==> src/rtl/player_executor_pkg.sv <==
`default_nettype none
// ============================================================================
// Module      : player_executor_pkg
// Description : Player instruction bus encoding shared by controller and executor.
// Revision    : 1.0 - initial release
// ============================================================================
package player_executor_pkg;

    localparam logic [3:0] OP_HPY = 4'd1;
    localparam logic [3:0] OP_DPY = 4'd2;
    localparam logic [3:0] OP_IDG = 4'd3;
    localparam logic [3:0] OP_SDG = 4'd4;
    localparam logic [3:0] OP_MOV = 4'd5;
    localparam logic [3:0] OP_SHP = 4'd6;

    localparam logic [1:0] DIR_UP    = 2'd0;
    localparam logic [1:0] DIR_LEFT  = 2'd1;
    localparam logic [1:0] DIR_DOWN  = 2'd2;
    localparam logic [1:0] DIR_RIGHT = 2'd3;

    localparam int OP_MSB  = 15;
    localparam int OP_LSB  = 12;
    localparam int ARG_MSB = 11;
    localparam int ARG_LSB = 4;

    typedef enum logic [1:0] {
        ST_ALIVE = 2'd0,
        ST_INVUL = 2'd1,
        ST_DEAD  = 2'd2
    } player_state_t;

endpackage
`default_nettype wire

==> src/rtl/player_executor_move_clamp.sv <==
`default_nettype none
// ============================================================================
// Module      : move_clamp
// Description : One-axis step with saturation to [MIN,MAX]; combinational.
// Revision    : 1.0 - initial release
// ============================================================================
module move_clamp #(
    parameter int         STEP    = 2,
    parameter int         MIN     = 0,
    parameter int         MAX     = 639,
    parameter logic [1:0] DEC_DIR = 2'd1,
    parameter logic [1:0] INC_DIR = 2'd3
) (
    input  logic [9:0] coord,
    input  logic [1:0] dir,
    input  logic       en,
    output logic [9:0] next
);

    localparam logic signed [10:0] C_STEP = 11'(STEP);
    localparam logic signed [10:0] C_MIN  = 11'(MIN);
    localparam logic signed [10:0] C_MAX  = 11'(MAX);

    logic signed [10:0] w_delta;
    logic signed [10:0] w_sum;

    always_comb begin
        w_delta = '0;
        if (en && dir == DEC_DIR) begin
            w_delta = -C_STEP;
        end else if (en && dir == INC_DIR) begin
            w_delta = C_STEP;
        end
        // Signed 11-bit sum so a step below zero clamps instead of wrapping.
        w_sum = $signed({1'b0, coord}) + w_delta;
        if (w_sum < C_MIN) begin
            next = C_MIN[9:0];
        end else if (w_sum > C_MAX) begin
            next = C_MAX[9:0];
        end else begin
            next = w_sum[9:0];
        end
    end

endmodule
`default_nettype wire

==> src/rtl/player_executor.sv <==
`default_nettype none
// ============================================================================
// Module      : player_executor
// Description : Executes MOV/DPY/HPY on the player soul; reports death and HUD state.
// Revision    : 1.0 - initial release
// ============================================================================
module player_executor
    import player_executor_pkg::*;
#(
    parameter int MAX_HP       = 20,
    parameter int X_MIN        = 220,
    parameter int X_MAX        = 420,
    parameter int Y_MIN        = 240,
    parameter int Y_MAX        = 400,
    parameter int X_START      = 320,
    parameter int Y_START      = 320,
    parameter int STEP         = 2,
    parameter int MOVE_DIV     = 4,
    parameter int INVUL_CYCLES = 50
) (
    input  logic        clk,
    input  logic        rst_n,
    input  logic [15:0] playerInstruction,
    input  logic        isMove,
    input  logic        startDmg,
    input  logic        respawn,
    output logic [9:0]  posX,
    output logic [9:0]  posY,
    output logic [7:0]  playerHP,
    output logic        isDeath,
    output logic        dmgAck,
    output logic        hitFlash
);

    localparam int DIV_W = (MOVE_DIV > 1) ? $clog2(MOVE_DIV) : 1;
    localparam int INV_W = (INVUL_CYCLES > 1) ? $clog2(INVUL_CYCLES) : 1;
    localparam logic [INV_W-1:0] C_INV_LOAD = INV_W'(INVUL_CYCLES - 1);
    localparam logic [DIV_W-1:0] C_DIV_LAST = DIV_W'(MOVE_DIV - 1);

    logic [3:0]  w_op;
    logic [7:0]  w_arg;
    logic        w_unused_pad;

    player_state_t    r_state, w_state_nxt;
    logic [7:0]       r_hp, w_hp_nxt;
    logic [INV_W-1:0] r_inv, w_inv_nxt;
    logic [DIV_W-1:0] r_div;
    logic [9:0]       r_x, r_y, w_x_step, w_y_step;
    logic             r_ack;
    logic             w_move, w_step;
    logic [8:0]       w_heal;

    assign w_op         = playerInstruction[OP_MSB:OP_LSB];
    assign w_arg        = playerInstruction[ARG_MSB:ARG_LSB];
    assign w_unused_pad = ^playerInstruction[3:0];

    assign w_move = isMove && (w_op == OP_MOV) && (r_state != ST_DEAD);
    // Divider at 0 means a step is due; directions above RIGHT are NOPs.
    assign w_step = w_move && (r_div == '0) && (w_arg[7:2] == 6'd0);
    assign w_heal = {1'b0, r_hp} + {1'b0, w_arg};

    move_clamp #(
        .STEP(STEP), .MIN(X_MIN), .MAX(X_MAX),
        .DEC_DIR(DIR_LEFT), .INC_DIR(DIR_RIGHT)
    ) u_clamp_x (
        .coord(r_x), .dir(w_arg[1:0]), .en(w_step), .next(w_x_step)
    );

    move_clamp #(
        .STEP(STEP), .MIN(Y_MIN), .MAX(Y_MAX),
        .DEC_DIR(DIR_UP), .INC_DIR(DIR_DOWN)
    ) u_clamp_y (
        .coord(r_y), .dir(w_arg[1:0]), .en(w_step), .next(w_y_step)
    );

    always_comb begin
        w_state_nxt = r_state;
        w_hp_nxt    = r_hp;
        w_inv_nxt   = r_inv;
        if (r_state == ST_INVUL) begin
            if (r_inv == '0) begin
                w_state_nxt = ST_ALIVE;
            end else begin
                w_inv_nxt = r_inv - 1'b1;
            end
        end
        if (startDmg && r_state != ST_DEAD) begin
            if (w_op == OP_DPY && r_state == ST_ALIVE && w_arg != 8'd0) begin
                if (w_arg >= r_hp) begin
                    w_hp_nxt    = 8'd0;
                    w_state_nxt = ST_DEAD;
                    w_inv_nxt   = '0;
                end else begin
                    w_hp_nxt    = r_hp - w_arg;
                    w_state_nxt = ST_INVUL;
                    w_inv_nxt   = C_INV_LOAD;
                end
            end else if (w_op == OP_HPY) begin
                w_hp_nxt = (w_heal > 9'(MAX_HP)) ? 8'(MAX_HP) : w_heal[7:0];
            end
        end
        if (respawn) begin
            w_state_nxt = ST_ALIVE;
            w_hp_nxt    = 8'(MAX_HP);
            w_inv_nxt   = '0;
        end
    end

    always_ff @(posedge clk) begin
        if (!rst_n) begin
            r_state <= ST_ALIVE;
            r_hp    <= 8'(MAX_HP);
            r_inv   <= '0;
            r_ack   <= 1'b0;
        end else begin
            r_state <= w_state_nxt;
            r_hp    <= w_hp_nxt;
            r_inv   <= w_inv_nxt;
            r_ack   <= startDmg;
        end
    end

    // Position path is independent of the hit/heal path within a cycle.
    always_ff @(posedge clk) begin
        if (!rst_n || respawn) begin
            r_x   <= 10'(X_START);
            r_y   <= 10'(Y_START);
            r_div <= '0;
        end else begin
            if (w_step) begin
                r_x <= w_x_step;
                r_y <= w_y_step;
            end
            if (!w_move || r_div == C_DIV_LAST) begin
                r_div <= '0;
            end else begin
                r_div <= r_div + 1'b1;
            end
        end
    end

    assign posX     = r_x;
    assign posY     = r_y;
    assign playerHP = r_hp;
    assign dmgAck   = r_ack;
    assign isDeath  = (r_state == ST_DEAD);
    assign hitFlash = (r_state == ST_INVUL);

endmodule
`default_nettype wire

==> config.mk <==
export PLATFORM = sky130hd
export DESIGN_NAME = player_executor
export DESIGN_NICKNAME = d
export VERILOG_FILES = /design/src/rtl/player_executor_pkg.sv /design/src/rtl/player_executor_move_clamp.sv /design/src/rtl/player_executor.sv
export SDC_FILE = /design/constraint.sdc
export NUM_CORES = 1
export LEC_CHECK = 0
export ABC_AREA = 1
export CELL_PAD_IN_SITES_DETAIL_PLACEMENT = 0
export CELL_PAD_IN_SITES_GLOBAL_PLACEMENT = 1
export CORE_UTILIZATION = 35
export DETAILED_ROUTE_END_ITERATION = 8
export GPL_TIMING_DRIVEN = 0
export MAX_ROUTING_LAYER = met4
export PLACE_DENSITY = 0.85
export REMOVE_ABC_BUFFERS = 1
export SLEW_MARGIN = 30
export SYNTH_ARGS = -nofsm -noshare
export SYNTH_HDL_FRONTEND = slang
export SYNTH_SLANG_ARGS = --single-unit
==> constraint.sdc <==
create_clock -name clk -period 4.1 [get_ports clk]
set_input_delay 0.615 -clock clk [delete_from_list [all_inputs] [get_ports clk]]
set_output_delay 0.615 -clock clk [all_outputs]
set_load 0.005 [all_outputs]
==> results of run 1 <==
[cells by family (layout without fill, tap and decap cells)]
kind of cell / count (synthesis) / count (layout) / share of synthesized area, %
adder cells (fa/ha/maj): 35 / 35 / 13.5
other: 1 / 2 / 0.110
AO/OA/AOI/OAI: 81 / 81 / 13.3
XOR/XNOR: 16 / 16 / 4.33
flip-flops: 37 / 37 / 21.7
buffers and inverters: 88 / 141 / 10.3
AND/OR/NAND/NOR: 269 / 269 / 36.8
[state kept, by name, indices dropped and copies added (netlist names)]
name,flops
dmgAck,1
r_div,2
posY,9
posX,9
r_inv,6
r_state,2
playerHP,8
[Yosys cell counts (4+ instances only)]
master                     number  area share [%]
sky130_fd_sc_hd__o21bai_1       6             1.3
sky130_fd_sc_hd__nor3_1         4            0.59
sky130_fd_sc_hd__inv_1         76             8.4
sky130_fd_sc_hd__o211ai_1       4            0.88
sky130_fd_sc_hd__xor2_1        13             3.3
sky130_fd_sc_hd__inv_2          4            0.44
sky130_fd_sc_hd__ha_1          32              12
sky130_fd_sc_hd__nand3_1       37             5.4
sky130_fd_sc_hd__nand4_1        8             1.5
sky130_fd_sc_hd__o41ai_1        4             1.0
sky130_fd_sc_hd__nor2_1        70             7.7
sky130_fd_sc_hd__dfxtp_1       37              22
sky130_fd_sc_hd__nand2_2       16             2.9
sky130_fd_sc_hd__nand2_1      113              12
sky130_fd_sc_hd__o21ai_0       21             3.1
sky130_fd_sc_hd__a21oi_1       41             6.0
[where the power goes]
part	switching [mW]	internal (mW)
clock	0.143	0.133
sequential	0.00121	0.360
combinational	0.0563	0.0395
total	0.201	0.533
[layer usage]
layer	global-route usage (%)	routed length, um	up-vias
li1	-	-	1805
met1	23.9	4280	1511
met2	30.5	3890	47
met3	2.01	233	4
met4	4.35	32	0
met5	-	0	-
[critical path, cell delays in order]
cell and delay [ns]:
sky130_fd_sc_hd__clkdlybuf4s50_1 0.46, sky130_fd_sc_hd__nor2_1 0.14, sky130_fd_sc_hd__nand2_1 0.15, sky130_fd_sc_hd__nor2_2 0.18, sky130_fd_sc_hd__nand3_4 0.14, sky130_fd_sc_hd__nor3_4 0.27, sky130_fd_sc_hd__ha_1 0.32, sky130_fd_sc_hd__a21oi_1 0.15
sky130_fd_sc_hd__nand2_1 0.09, sky130_fd_sc_hd__or2_1 0.21, sky130_fd_sc_hd__nand2_1 0.08, sky130_fd_sc_hd__inv_1 0.05, sky130_fd_sc_hd__or2_0 0.21, sky130_fd_sc_hd__nor3b_1 0.17, sky130_fd_sc_hd__nand4_1 0.10, sky130_fd_sc_hd__nand3b_1 0.10
sky130_fd_sc_hd__nand2_1 0.09, sky130_fd_sc_hd__nand2_1 0.18, sky130_fd_sc_hd__nand2_1 0.09, sky130_fd_sc_hd__o21ai_1 0.13, sky130_fd_sc_hd__inv_1 0.04
[final timing paths]
kind / start / end / slack, ns / depth (start not counted)
max reg2reg: r_div[0]$_SDFF_PP0_ / posX[7]$_SDFFE_PP0P_ / 0.80 / 19
min: r_div[0]$_SDFF_PP0_ / r_div[0]$_SDFF_PP0_ / 0.46 / 1
min reg2reg: r_div[0]$_SDFF_PP0_ / r_div[0]$_SDFF_PP0_ / 0.46 / 1
max: playerInstruction[8] / posX[7]$_SDFFE_PP0P_ / 0.31 / 21
[area by class of cell]
type,instances,area [um^2]
clock inverter,1,7.51
multi-input combinational,403,2340
timing repair buffer,53,518
inverter,81,304
fill,995,5170
sequential,37,741
clock buffer,6,82.6
tap,129,161
[metrics by stage]
step	util, %	setup TNS, ns	cell area [um^2]	instances	setup slack [ns]
2_1_floorplan	-	0	3370	521	0.154
3_3_place_gp	42.7	-8.00	3980	695	-1.08
3_5_place_dp	42.9	-4.55	4010	696	-0.653
4_1_cts	44.1	0	4120	705	0.127
5_1_grt	44.6	-0.0401	4160	710	-0.0279
6_report	44.6	0	4160	710	0.312
[what timing repair did]
action	CTS	global route
buffers inserted	2	5
pin swaps	1	1
gates resized for setup	1	1
endpoints found under the setup margin	8	7
==> impl_metrics.tcl, run 1 <==
set metrics [dict create \
    status "finished clean" \
    drtIter0Drc 163 \
    setup_violations 0 \
    root_buffer "sky130_fd_sc_hd__clkbuf_8" \
    worst_clock_skew_ns 0.00825 \
    required_ns 4.29 \
    routedWlPerCell_um 11.9 \
    floorplan.io_pins 52 \
    startpoint_kind_of_the_worst_setup_timing_path "input pin" \
    grt_pass1_vias 3238 \
    cts_inserted_buffers 5 \
    mostFrequentLayoutCell "sky130_fd_sc_hd__nand2_1" \
    post_route_cells_drive_above_1_share_pct 9.12 \
    hold_buffers 0 \
    grtUsageTotal_pct 18.3 \
    hold_ws_ns 0.456 \
    dieWidth_um 101 \
    grt_max_degree 17 \
    critical_path.endpoint_type "flip-flop" \
    maxCapViolCount 0 \
    nets 637 \
    congestion_overflow_gr 0 \
    fp-row-count 35 \
    die_outline_area_um2 10200 \
    drt-total-wl_um 8440 \
    drt.antenna.violating_nets 0 \
    syn_inst 527 \
    syn_area_per_cell_um2 6.48 \
    worst_ir_drop_vdd_mv 0.100 \
    ys.warnings.count 0 \
    drc 0 \
    global_route_wire_length_before_repair_um 14600 \
    antenna_found_initial 0 \
    maxClockFrequency_mhz 264 \
    synthesis.area_um2 3410 \
    ys_dominant_reg_cell "sky130_fd_sc_hd__dfxtp_1" \
    lkg_pwr_nw 1.96 \
    ys_types 42 \
    floorplan.core_area_um2 9330 \
    timing.slew.headroom_pct 61.4 \
    critPathKind "input pin to flip-flop" \
    sequential_element_share_of_the_synthesized_area_pct 21.7 \
    layout_min_cycle_time_ns 3.79 \
    floorplan.initialDensity_pct 36.6 \
    timing.critical_path.arrival_ns 3.98 \
    number_of_enable_flip_flop_cells_after_synthesis 0 \
    floorplan.die.height_um 101 \
    synthToLayoutAreaGrowth_pct 21.8 \
    numPortBuffers 45 \
    hold_path.class "flip-flop to flip-flop" \
    synth.ff_latch_count 37 \
    place_congestion 0.854 \
    clock_insertion_delay_worst_skew_ns 0.30 \
    hpwlAfterDp_um 6630 \
    cts_max_path_buffers 2 \
    via_per_inst 4.74 \
    number_of_hold_violations_in_the_final_report 0 \
    critical_path_peak_fanout 8 \
    total_via_count_in_the_routed_design 3367 \
    cts.htree.levels 2 \
    cts_sinks 37 \
    cellPowerDensity_nw_per_um2 177 \
    post-layout-total-power_mw 0.734 \
    final.period_utilization_pct 92.4 \
    layout_common_cells "sky130_fd_sc_hd__nand2_1, sky130_fd_sc_hd__inv_1, sky130_fd_sc_hd__nor2_1" \
    maxSlewViolCount 0 \
    synthArstFlopShare_pct 0 \
    drt-pass1-iter-count 4 \
    n_antenna_cell 0 \
    tritoncts_clock_tree "built" \
    clk_transition_reported_paths_ns 0.08 \
    worst_pin_slew_ns 0.579 \
]
Note: power is estimated with default switching activity, not from simulation.
==> inputs of run 2 (changes only) <==
--- a/config.mk
+++ b/config.mk
@@ -9,6 +9,7 @@
 export CELL_PAD_IN_SITES_DETAIL_PLACEMENT = 0
 export CELL_PAD_IN_SITES_GLOBAL_PLACEMENT = 1
 export CORE_UTILIZATION = 35
+export CTS_CLUSTER_DIAMETER = 80
 export DETAILED_ROUTE_END_ITERATION = 8
 export GPL_TIMING_DRIVEN = 0
 export MAX_ROUTING_LAYER = met4
==> results of run 2 <==
Same layout as run 1: the final DEF is identical, and so are final timing and power.
